==> src/rtl/writeback_regfile.sv <==
`default_nettype none
// ============================================================================
// Module   : writeback_regfile
// Purpose  : LC-3 write-back stage. Picks the write-back value from the
//            execute and memory results, writes it into the 8 x 16 register
//            file, updates the {N,Z,P} condition codes, and serves the two
//            combinational operand reads used by execute.
// Ports    : clock            - system clock, all state changes on posedge
//            reset            - synchronous active-high reset; wins over writes
//            enable_writeback - stage enable; nothing changes while low
//            W_Control[1:0]   - 00 aluout, 01 pcout, 10 memout, 11 no write
//            aluout/pcout/memout[15:0] - candidate write-back values
//            dr[2:0]          - destination register index
//            sr1/sr2[2:0]     - read port indices
//            VSR1/VSR2[15:0]  - read port data
//            psr[2:0]         - condition codes {N,Z,P}
// Options  : `define WB_BYPASS_EN forwards the value being written to a read
//            port whose index matches dr in the same cycle.
// Revision : 1.0 - initial release
// ============================================================================
module writeback_regfile #(
    parameter int DATA_W = 16,
    parameter int NREGS  = 8
) (
    input  logic              clock,
    input  logic              reset,
    input  logic              enable_writeback,
    input  logic [1:0]        W_Control,
    input  logic [DATA_W-1:0] aluout,
    input  logic [DATA_W-1:0] pcout,
    input  logic [DATA_W-1:0] memout,
    input  logic [2:0]        dr,
    input  logic [2:0]        sr1,
    input  logic [2:0]        sr2,
    output logic [DATA_W-1:0] VSR1,
    output logic [DATA_W-1:0] VSR2,
    output logic [2:0]        psr
);

    localparam logic [1:0] c_WC_ALU  = 2'b00;
    localparam logic [1:0] c_WC_PC   = 2'b01;
    localparam logic [1:0] c_WC_MEM  = 2'b10;
    localparam logic [1:0] c_WC_NONE = 2'b11;

    logic [DATA_W-1:0] r_rf_q [NREGS];
    logic [DATA_W-1:0] w_rf_d [NREGS];
    logic [2:0]        r_psr_q;
    logic [2:0]        w_psr_d;
    logic [DATA_W-1:0] w_dr_in;
    logic              w_wr;
    logic              w_neg;
    logic              w_zero;

    // Write-back source select; the 11 encoding never writes, so its value
    // is irrelevant and aluout is reused to keep the mux small.
    always_comb begin
        w_dr_in = aluout;
        case (W_Control)
            c_WC_ALU: w_dr_in = aluout;
            c_WC_PC:  w_dr_in = pcout;
            c_WC_MEM: w_dr_in = memout;
            default:  w_dr_in = aluout;
        endcase
    end

    assign w_wr   = enable_writeback && (W_Control != c_WC_NONE);
    assign w_neg  = w_dr_in[DATA_W-1];
    assign w_zero = (w_dr_in == '0);

    always_comb begin
        w_rf_d  = r_rf_q;
        w_psr_d = r_psr_q;
        if (w_wr) begin
            w_rf_d[dr] = w_dr_in;
            // Exactly one of N/Z/P is set for any written value.
            w_psr_d    = {w_neg, w_zero, !w_neg && !w_zero};
        end
    end

    always_ff @(posedge clock) begin
        if (reset) begin
            for (int i = 0; i < NREGS; i++) begin
                r_rf_q[i] <= '0;
            end
            r_psr_q <= 3'b000;
        end else begin
            r_rf_q  <= w_rf_d;
            r_psr_q <= w_psr_d;
        end
    end

`ifdef WB_BYPASS_EN
    // Write-through: a read of the register being written this cycle sees
    // the incoming value, closing the write-back -> operand-read hazard.
    assign VSR1 = (w_wr && (sr1 == dr)) ? w_dr_in : r_rf_q[sr1];
    assign VSR2 = (w_wr && (sr2 == dr)) ? w_dr_in : r_rf_q[sr2];
`else
    // Reads always return stored contents; a same-cycle write shows up
    // one cycle later.
    assign VSR1 = r_rf_q[sr1];
    assign VSR2 = r_rf_q[sr2];
`endif

    assign psr = r_psr_q;

endmodule
`default_nettype wire

==> config.mk <==
export PLATFORM = sky130hd
export DESIGN_NAME = writeback_regfile
export DESIGN_NICKNAME = d
export VERILOG_FILES = /design/src/rtl/writeback_regfile.sv
export SDC_FILE = /design/constraint.sdc
export NUM_CORES = 1
export LEC_CHECK = 0
export ABC_AREA = 0
export CAP_MARGIN = 25
export CORE_ASPECT_RATIO = 1.1
export CORE_MARGIN = 5
export CORE_UTILIZATION = 40
export DETAILED_ROUTE_END_ITERATION = 7
export GPL_ROUTABILITY_DRIVEN = 0
export HOLD_SLACK_MARGIN = 0.03
export PLACE_DENSITY = 0.72
export SYNTH_ARGS = -nofsm -noshare
export SYNTH_HDL_FRONTEND = slang
export SYNTH_SLANG_ARGS = --single-unit
==> constraint.sdc <==
create_clock -name clock -period 3.94 [get_ports clock]
set_clock_uncertainty 0.2 [all_clocks]
set_input_delay 0.788 -clock clock [delete_from_list [all_inputs] [get_ports clock]]
set_output_delay 0.788 -clock clock [all_outputs]
set_load 0.005 [all_outputs]
# Word-level counts from Yosys, hierarchy flattened
# Index checks and enable logic that the tools add are counted.
[op_classes]
order_cmp = 4
n_eq_ne = 3
n_mux = 10
bitwise_logic = 3
n_reduce_logical = 6
[op_table]
columns = ["operator", "count"]
rows = [
  ["bitwise mux 128 bit", 1],
  ["binary-select mux 16 bit (select 3 bit)", 2],
  ["2-to-1 mux 16 bit", 5],
  ["demux 16 bit (select 3 bit)", 1],
  ["case mux 16 bit (2 select lines)", 1],
  ["logical NOT 16 bit", 1],
  ["greater-or-equal comparator 4 bit, second input constant", 3],
  ["inverter 3 -> 4 bit", 3],
  ["< comparator 4 x 1 -> 1 bit, second input constant", 1],
  ["logical AND 1 bit", 3],
  ["== test 2 x 1 -> 1 bit, second input constant", 1],
  ["== test 2 bit, second input constant", 1],
  ["logical NOT 1 bit", 2],
  ["inequality test 2 bit, second input constant", 1],
]
[word_totals]
register_bits = 131
in_bits = 62
output_inout_bits = 35

# Depth between registers and ports, before layout
# Gate-level depths: netlist of the first run.
[logic_depth]
ltp_word = 6
ltp_mapped = 9
mapped_depth_nobuf = 7

# Worst setup path before layout of the first run
# Ideal clock, no wire load.
[synth_path]
path_kind = "input port to output port"
startpoint = "input port sr1[0]"
endpoint = "output port VSR1[10]"
arrival_ns = 2.030
required_ns = 2.952
path_slack_ns = 0.922
stages = 4
n_path_buf = 2
path_cell_list = "buf_2 buf_2 mux4_2 mux2_2"
[synth_via]
elab_chain_len = 4
[synth_lines]
columns = ["item", "line_no", "source"]
rows = [
  ["start, declared", "33", "input logic [2:0] sr1,"],
  ["inverter 3 -> 4 bit (implied by the code)", "100", "assign VSR1 = r_rf_q[sr1];"],
  ["binary-select mux 16 bit (select 3 bit)", "100", ""],
  ["2-to-1 mux 16 bit (implied by the code) (2 in a row)", "100", ""],
  ["end, declared", "35", "output logic [DATA_W-1:0] VSR1,"],
]
# No other way between the ends. The select of a mux whose other input is x is not followed.

# Worst setup path in the final report of the first run
[layout_path]
startpoint = "input port sr2[0]"
endpoint = "output port VSR2[6]"
[layout_via]
elab_chain_len = 4
[layout_lines]
columns = ["item", "line_no", "source"]
rows = [
  ["start, declared", "34", "input logic [2:0] sr2,"],
  ["inverter 3 -> 4 bit (implied by the code)", "101", "assign VSR2 = r_rf_q[sr2];"],
  ["binary-select mux 16 bit (select 3 bit)", "101", ""],
  ["2-to-1 mux 16 bit (implied by the code) (2 in a row)", "101", ""],
  ["end, declared", "36", "output logic [DATA_W-1:0] VSR2,"],
]
# No other way between the ends. The select of a mux whose other input is x is not followed.

==> results of run 1 <==
-- cell type report --
class	count	area (µm²)
fillers	1533	8665
multi-input cells	464	4131
flip-flops and latches	131	2623
repair buffers	121	1214
clock buffers	21	480.5
well taps	238	297.8
clock inverters	10	130.1
inverters	2	7.507
-- registers in the layout (all words and copies together) (netlist names) --
| register | cells |
|---|---|
| psr | 3 |
| r_rf_q | 128 |
-- layer usage --
metal | GRT usage (%) | vias to the layer above | wire length, µm
li1 | - | 2539 | -
met1 | 24.43 | 2713 | 7767
met2 | 33.83 | 167 | 9961
met3 | 4.304 | 32 | 1087
met4 | 6.138 | 0 | 357
met5 | 0 | - | 0
-- worst paths after layout --
kind / to / from
worst max-delay path: VSR2[6] / sr2[0]
worst min-delay path: psr[2]$_SDFFE_PP0P_ / psr[2]$_SDFFE_PP0P_
worst max register to register: r_rf_q[55]$_SDFFE_PP0P_ / r_rf_q[55]$_SDFFE_PP0P_
worst min register to register: psr[2]$_SDFFE_PP0P_ / psr[2]$_SDFFE_PP0P_
-- logic make-up (layout without fill, tap and decap cells) --
group / after synthesis / in the layout
flip-flops: 131 / 131
buffers and inverters: 60 / 154
multiplexers: 192 / 192
adder cells (fa/ha/maj): 3 / 3
AND/OR/NAND/NOR: 202 / 202
AO/OA/AOI/OAI: 67 / 67
-- layout by cell type (no fill, tap or decap), types with 2 or more instances in the layout --
master           count
dfxtp_1            131
nor2_1             100
mux2i_1             96
clkdlybuf4s50_1     91
nand2_1             85
mux4_2              64
a21oi_1             33
mux2_2              32
buf_4               19
clkbuf_16           17
o21ai_2             14
a22oi_1             10
buf_12               7
a22oi_2              5
clkinv_2             5
clkbuf_8             4
buf_2                4
nor4_1               3
ha_1                 3
bufinv_16            3
inv_1                2
nand3b_1             2
nor3b_4              2
nand4_1              2
clkinvlp_4           2
-- critical path, stage by stage --
cell             delay [ps]
buf_2                   240
buf_12                  190
mux4_2                  500
mux2_2                  320
clkdlybuf4s50_1         460
-- power groups by stage --
stage	Clock (mW)	Combinational, mW	Sequential [mW]
2_1_floorplan	0	0.258	1.39
3_3_place_gp	0	0.416	1.39
3_5_place_dp	0	0.420	1.39
4_1_cts	1.64	0.423	1.36
5_1_grt	1.71	0.451	1.37
6_report	1.63	0.419	1.36
-- through the flow --
stage | utilization [%] | instances
after global routing | 50.62 | 987
after floorplan | - | 655
after CTS | 50.62 | 987
after global placement | 47.14 | 956
after detailed placement | 47.14 | 956
final | 50.62 | 987
==> flow_metrics.tcl, run 1 <==
set metrics [dict create \
    yosys.area.top_type_share_pct 37.01 \
    async_reset_ff_share_pct 0 \
    yosys.area_share.simple_pct 11.71 \
    sw_frac_of_total_pct 23.90 \
    max-vdd-ir-drop_v 0.0003497 \
    io_pins 97 \
    status "finished, final reports clean" \
    synth_seq_area_share_pct 37.01 \
    worstMarginPinSlew_ps 749.0 \
    num_rows 51 \
    power.density_mw_per_mm2 383.8 \
    clock_sinks 131 \
    nets 802 \
    slew_viol_final 0 \
    grt_use_total_pct 19.60 \
    synth_edf_count 0 \
    holdBufCountCts 0 \
    yosys_warnings 0 \
    first_iter_violations 495 \
    yosys.area.top_type "dfxtp_1" \
    clockBufferDepth 2 \
    viasPerCell 5.523 \
    cts_buffers 17 \
    io_buffers 96 \
    max_freq_mhz 286.0 \
    rr_worst_depth 2 \
    p_sw_mw 0.8149 \
    synth_fa_ha_area_share_pct 0.5298 \
    p_seq_share_pct 40.0 \
    hold_class "reg -> reg" \
    total_power_mw 3.410 \
    drc 0 \
    antenna_left 0 \
    maxSlewHeadroom_pct 50.07 \
    diodes 0 \
    p_int_mw 2.595 \
    synth_top_family_by_area "multiplexers" \
    hold_viol 0 \
    hold_depth 2 \
    required_ps 2950 \
    cts_root_buffer "clkbuf_16" \
    whs_ps 263.3 \
    place_area_mm2 0.008273 \
    synth_top_flop_cell "dfxtp_1" \
    post_cts_buffers 0 \
    synth.most_common_cell "dfxtp_1" \
    wirelength_mm 19.17 \
    comb_power_share_pct 12.3 \
    grt_max_degree 72 \
    cap_violations 0 \
    crit_type "in -> out" \
    critPathCaptureType "primary output" \
    syn_inst 655 \
    fp.coreArea_mm2 0.01755 \
    p_clk_share_pct 47.7 \
    arrival_ps 2510 \
    cts_htree_levels 4 \
    rsz0062_at_grt "no" \
    synth.avg_cell_area_um2 10.82 \
    cts_tree "built" \
    die_h_um 149.6 \
    synth_commonest_cells "dfxtp_1, nor2_1, mux2i_1" \
    grt_pass1_vias 5679 \
    fp.dieArea_mm2 0.02048 \
    dr.pass1.iters 5 \
    area_growth_pct 25.38 \
    fin_crit_ps 3496 \
    cp-start-kind "input port" \
    grt_pass1_wl_mm 30.84 \
    cts_resized 0 \
    drive_above_1_share_pct 24.83 \
    synthDistinctLibCells 35 \
    die-width_um 136.9 \
    ff2ff_setup_slack_ps 3020 \
    finalSetupViolCount 0 \
    detail_route.wl_per_cell_um 19.43 \
    yosys.area_share.xor_xnor_pct 0 \
    antenna_found_initial 0 \
    post-route-worst-setup-slack_ps 443.6 \
    fin_area_mm2 0.008884 \
    synth_mux_area_share_pct 38.99 \
    overflow 0 \
    num_vias 5451 \
    finalCritPeriodShare_pct 88.74 \
    pre_cts_slack_ps 375.5 \
    synth_seq_cells 131 \
    synth_compound_area_share_pct 6.904 \
    fin_tns_setup_ps 0 \
    clk_latency_ps 410 \
    cp_max_fo 11 \
    clkSlewWorstSetupHoldPaths_ps 60 \
    start_util_pct 40.38 \
    synth_area_leaders "dfxtp_1, mux4_2, mux2i_1, nor2_1, mux2_2" \
    netlist_area_mm2 0.007086 \
    synth_nets 720 \
    p_leak_nw 3.572 \
    post-dp-hpwl_mm 12.41 \
]
Power figures use the tool's default switching activity.
==> run 2: changes to the inputs <==
--- a/config.mk
+++ b/config.mk
@@ -10,10 +10,12 @@
 export CORE_ASPECT_RATIO = 1.1
 export CORE_MARGIN = 5
 export CORE_UTILIZATION = 40
+export CTS_CLUSTER_DIAMETER = 120
 export DETAILED_ROUTE_END_ITERATION = 7
+export DONT_BUFFER_PORTS = 1
 export GPL_ROUTABILITY_DRIVEN = 0
 export HOLD_SLACK_MARGIN = 0.03
-export PLACE_DENSITY = 0.72
+export PLACE_DENSITY = 0.65
 export SYNTH_ARGS = -nofsm -noshare
 export SYNTH_HDL_FRONTEND = slang
 export SYNTH_SLANG_ARGS = --single-unit
==> flow_metrics.tcl, run 2 (synthesis gave the netlist of run 1 again) <==
set metrics [dict create \
    status "finished, final reports clean" \
    power.density_mw_per_mm2 416.2 \
    fp.dieArea_mm2 0.02048 \
    post-dp-hpwl_mm 12.08 \
    busiest_layer "met2" \
    max-vdd-ir-drop_v 0.0003808 \
    multi_input_area_mm2 0.004138 \
    fin_crit_ps 2769 \
    grt_pass1_vias 5181 \
    num_rows 51 \
    io_pins 97 \
    num_vias 5062 \
    clk_latency_ps 410 \
    fp.coreArea_mm2 0.01755 \
    worstMarginPinSlew_ps 946.9 \
    diodes 0 \
    use_met2_pct 32.82 \
    grt_pass1_wl_mm 29.50 \
    n_fill_cell 1576 \
    first_iter_violations 526 \
    die_h_um 149.6 \
    p_leak_nw 3.104 \
    cts_tree "built" \
    cts_buffers 17 \
    rsz0062_at_grt "no" \
    finalSetupViolCount 0 \
    hold_class "in -> reg" \
    final_util_pct 44.08 \
    start_util_pct 40.38 \
    grt_use_total_pct 19.22 \
    io_buffers 0 \
    nets 690 \
    cts_htree_levels 4 \
    arrival_ps 2870 \
    regMostFlops "r_rf_q" \
    finalCritPeriodShare_pct 70.29 \
    hold_viol 0 \
    cap_violations 0 \
    max_freq_mhz 361.1 \
    required_ps 4040 \
    drc 0 \
    post_cts_buffers 0 \
    viasPerCell 5.785 \
    clock_sinks 131 \
    drive_above_1_share_pct 25.75 \
    die-width_um 136.9 \
    slew_viol_final 0 \
    antenna_found_initial 0 \
    fin_tns_setup_ps 0 \
    overflow 0 \
    wirelength_mm 19.17 \
    clockBufferDepth 2 \
    regArea_mm2 0.002623 \
    cp-start-kind "input port" \
    grt_max_degree 133 \
    critPathCaptureType "flip-flop" \
    final_cell_mix "dfxtp_1, nor2_1, mux2i_1" \
    cp_max_fo 22 \
    largest_reg_flops 128 \
    crit_type "in -> reg" \
    final_common_cell "dfxtp_1" \
    maxSlewHeadroom_pct 36.67 \
    clkSlewWorstSetupHoldPaths_ps 60 \
    cts_resized 0 \
    antenna_left 0 \
    met1_usage_pct 23.46 \
    cts_root_buffer "clkbuf_16" \
    holdBufCountCts 0 \
    area_growth_pct 9.165 \
    detail_route.wl_per_cell_um 21.91 \
    whs_ps 251.4 \
    met3_usage_pct 6.153 \
    dr.pass1.iters 6 \
]
==> run 2: changes by cell type in the layout (fill, tap and decap cells not counted), moves of 4 or more <==
cell             delta
clkdlybuf4s50_1    -91
buf_4              -10
buf_12              -7
buf_2               -4
==> run 2: per-stage QoR <==
stage / setup slack (ps) / power (mW) / cell area, µm² / instances
detailed placement: 770.3 / 1.643 / 7133 / 844
finish: 1171 / 3.219 / 7735 / 875
CTS: 1202 / 3.235 / 7735 / 875
floorplan: 922.1 / 1.645 / 7086 / 655
global placement: 819.2 / 1.633 / 7133 / 844
global route: 1052 / 3.325 / 7735 / 875
==> run 2: final timing paths <==
kind	slack, ps	depth (start not counted)	to	start
worst max-delay path	1170	7	psr[0]$_SDFFE_PP0P_	W_Control[0]
worst min-delay path	250	1	psr[2]$_SDFFE_PP0P_	reset
worst min register to register	270	2	r_rf_q[2]$_SDFFE_PP0P_	r_rf_q[2]$_SDFFE_PP0P_
worst max register to register	3090	2	r_rf_q[88]$_SDFFE_PP0P_	r_rf_q[88]$_SDFFE_PP0P_
==> run 2: layout make-up <==
cell class	instances	area share [%]
Clock buffer	21	6.082
Clock inverter	10	1.698
Inverter	2	0.09706
Multi-Input combinational cell	464	53.49
Sequential cell	131	33.90
Tap cell	238	3.850
Timing Repair Buffer	9	0.8735
==> run 2: power breakdown <==
group | internal (mW) | switching, mW | total, mW
combinational | 0.113 | 0.138 | 0.251
sequential | 1.35 | 0.0156 | 1.36
clock | 1.04 | 0.568 | 1.60
==> run 2: metal layers <==
layer	vias to the layer above	routed length [µm]	part of all wire [%]
met4	0	269	1.4
li1	2311	-	-
met2	164	9835	51
met3	27	1359	7.1
met1	2560	7706	40
met5	-	0	0
==> run 2: critical path: stages <==
cell,delay [ps]
inv_1,20
ha_1,800
buf_4,330
o21ai_2,160
nor4_1,350
nand4_1,180
a22o_1,230
==> run 3: changes to the inputs <==
==> constraint.sdc (replaced) <==
create_clock -name clock -period 2.66 [get_ports clock]
set_clock_uncertainty 0.2 [all_clocks]
set_input_delay 0.532 -clock clock [delete_from_list [all_inputs] [get_ports clock]]
set_output_delay 0.532 -clock clock [all_outputs]
set_load 0.005 [all_outputs]
==> flow_metrics.tcl, run 3 (synthesis gave the netlist of run 1 again) <==
set metrics [dict create \
    grt_pass1_vias 5453 \
    overflow 0 \
    cp-start-kind "input port" \
    regMostFlops "r_rf_q" \
    p_sw_mw 1.099 \
    post-dp-hpwl_mm 11.83 \
    largest_reg_flops 128 \
    sw_frac_of_total_pct 22.66 \
    grt_pass1_wl_mm 30.48 \
    start_util_pct 40.38 \
    crit_type "in -> reg" \
    met3_usage_pct 5.750 \
    clk_latency_ps 410 \
    io_buffers 0 \
    comb_power_share_pct 9.4 \
    grt_use_total_pct 19.62 \
    required_ps 2820 \
    met1_usage_pct 24.00 \
    antenna_found_initial 0 \
    multi_input_area_mm2 0.004134 \
    max_freq_mhz 406.5 \
    whs_ps 136.0 \
    maxSlewHeadroom_pct 69.93 \
    antenna_left 0 \
    detail_route.wl_per_cell_um 21.03 \
    max-vdd-ir-drop_v 0.0004637 \
    slew_viol_final 0 \
    diodes 0 \
    cts_htree_levels 4 \
    total_power_mw 4.850 \
    num_vias 5236 \
    cap_violations 0 \
    post_cts_buffers 0 \
    wirelength_mm 19.48 \
    cts_tree "built" \
    final_util_pct 46.98 \
    pre_cts_slack_ps 159.7 \
    p_int_mw 3.751 \
    regArea_mm2 0.002623 \
    grt_max_degree 100 \
    status "finished, final reports clean" \
    viasPerCell 5.654 \
    startpoint "W_Control[1]" \
    final_cells 926 \
    drc 0 \
    final_common_cell "dfxtp_1" \
    fp.coreArea_mm2 0.01755 \
    clockBufferDepth 2 \
    hold_class "in -> reg" \
    place_inst 862 \
    fin_crit_ps 2460 \
    use_met2_pct 33.78 \
    fp.dieArea_mm2 0.02048 \
    first_iter_violations 433 \
    n_fill_cell 1574 \
    cp_max_fo 10 \
    die_h_um 149.6 \
    finalSetupViolCount 0 \
    rsz0062_at_grt "no" \
    power.density_mw_per_mm2 588.3 \
    hold_viol 0 \
    worstMarginPinSlew_ps 450.9 \
    area_growth_pct 16.35 \
    busiest_layer "met2" \
    num_rows 51 \
    place_area_mm2 0.007300 \
    io_pins 97 \
    fin_area_mm2 0.008244 \
    p_leak_nw 3.422 \
    finalCritPeriodShare_pct 92.48 \
    arrival_ps 2620 \
    p_seq_share_pct 41.7 \
    clock_sinks 131 \
    dr.pass1.iters 5 \
    post-route-worst-setup-slack_ps 199.9 \
    cts_root_buffer "clkbuf_16" \
    nets 740 \
    fin_tns_setup_ps 0 \
    critPathCaptureType "flip-flop" \
    hold_start "reset" \
    r2r_start "r_rf_q[115]$_SDFFE_PP0P_" \
    final_cell_mix "dfxtp_1, nor2_1, mux2i_1" \
    clkSlewWorstSetupHoldPaths_ps 60 \
    drive_above_1_share_pct 26.74 \
    die-width_um 136.9 \
    p_clk_share_pct 48.9 \
    cts_buffers 17 \
]
[run 3: area by class of cell]
cell class / instances / area share, %
flip-flops and latches: 131 / 31.81
multi-input cells: 464 / 50.14
inverters: 2 / 0.09106
clock buffers: 22 / 5.752
well taps: 238 / 3.612
repair buffers: 59 / 7.012
clock inverters: 10 / 1.578
[run 3: timing repair]
action,CTS,global route
endpoints found under the setup margin,0,8
endpoints found under the hold margin,130,0
hold buffers,32,0
gates resized for setup,0,1
[run 3: critical path, stage by stage]
cell	delay, ps
inv_1	30
ha_1	400
buf_4	250
a22oi_1	70
o21ai_0	310
buf_4	250
nand2_1	70
a21oi_1	130
dlygate4sd3_1	560
[run 3: worst paths after layout]
check | endpoint | slack [ps] | cells after the start
setup / recovery | r_rf_q[15]$_SDFFE_PP0P_ | 200 | 9
hold / removal | psr[1]$_SDFFE_PP0P_ | 140 | 3
setup reg to reg | r_rf_q[115]$_SDFFE_PP0P_ | 1260 | 3
hold reg to reg | r_rf_q[12]$_SDFFE_PP0P_ | 270 | 2
[run 3: metal layers]
layer	wire length [µm]	part of all wire, %	up-vias
met5	0	0	-
met4	248	1.3	0
met3	1331	6.8	21
met2	10100	52	155
met1	7797	40	2649
li1	-	-	2411
[run 3: power by group through the flow]
stage          logic, mW  clock network (mW)  registers (mW)
4_1_cts            0.458                2.40            2.02
3_3_place_gp       0.405                   0            2.06
3_5_place_dp       0.417                   0            2.06
6_report           0.457                2.37            2.02
5_1_grt            0.495                2.50            2.02
2_1_floorplan      0.383                   0            2.05
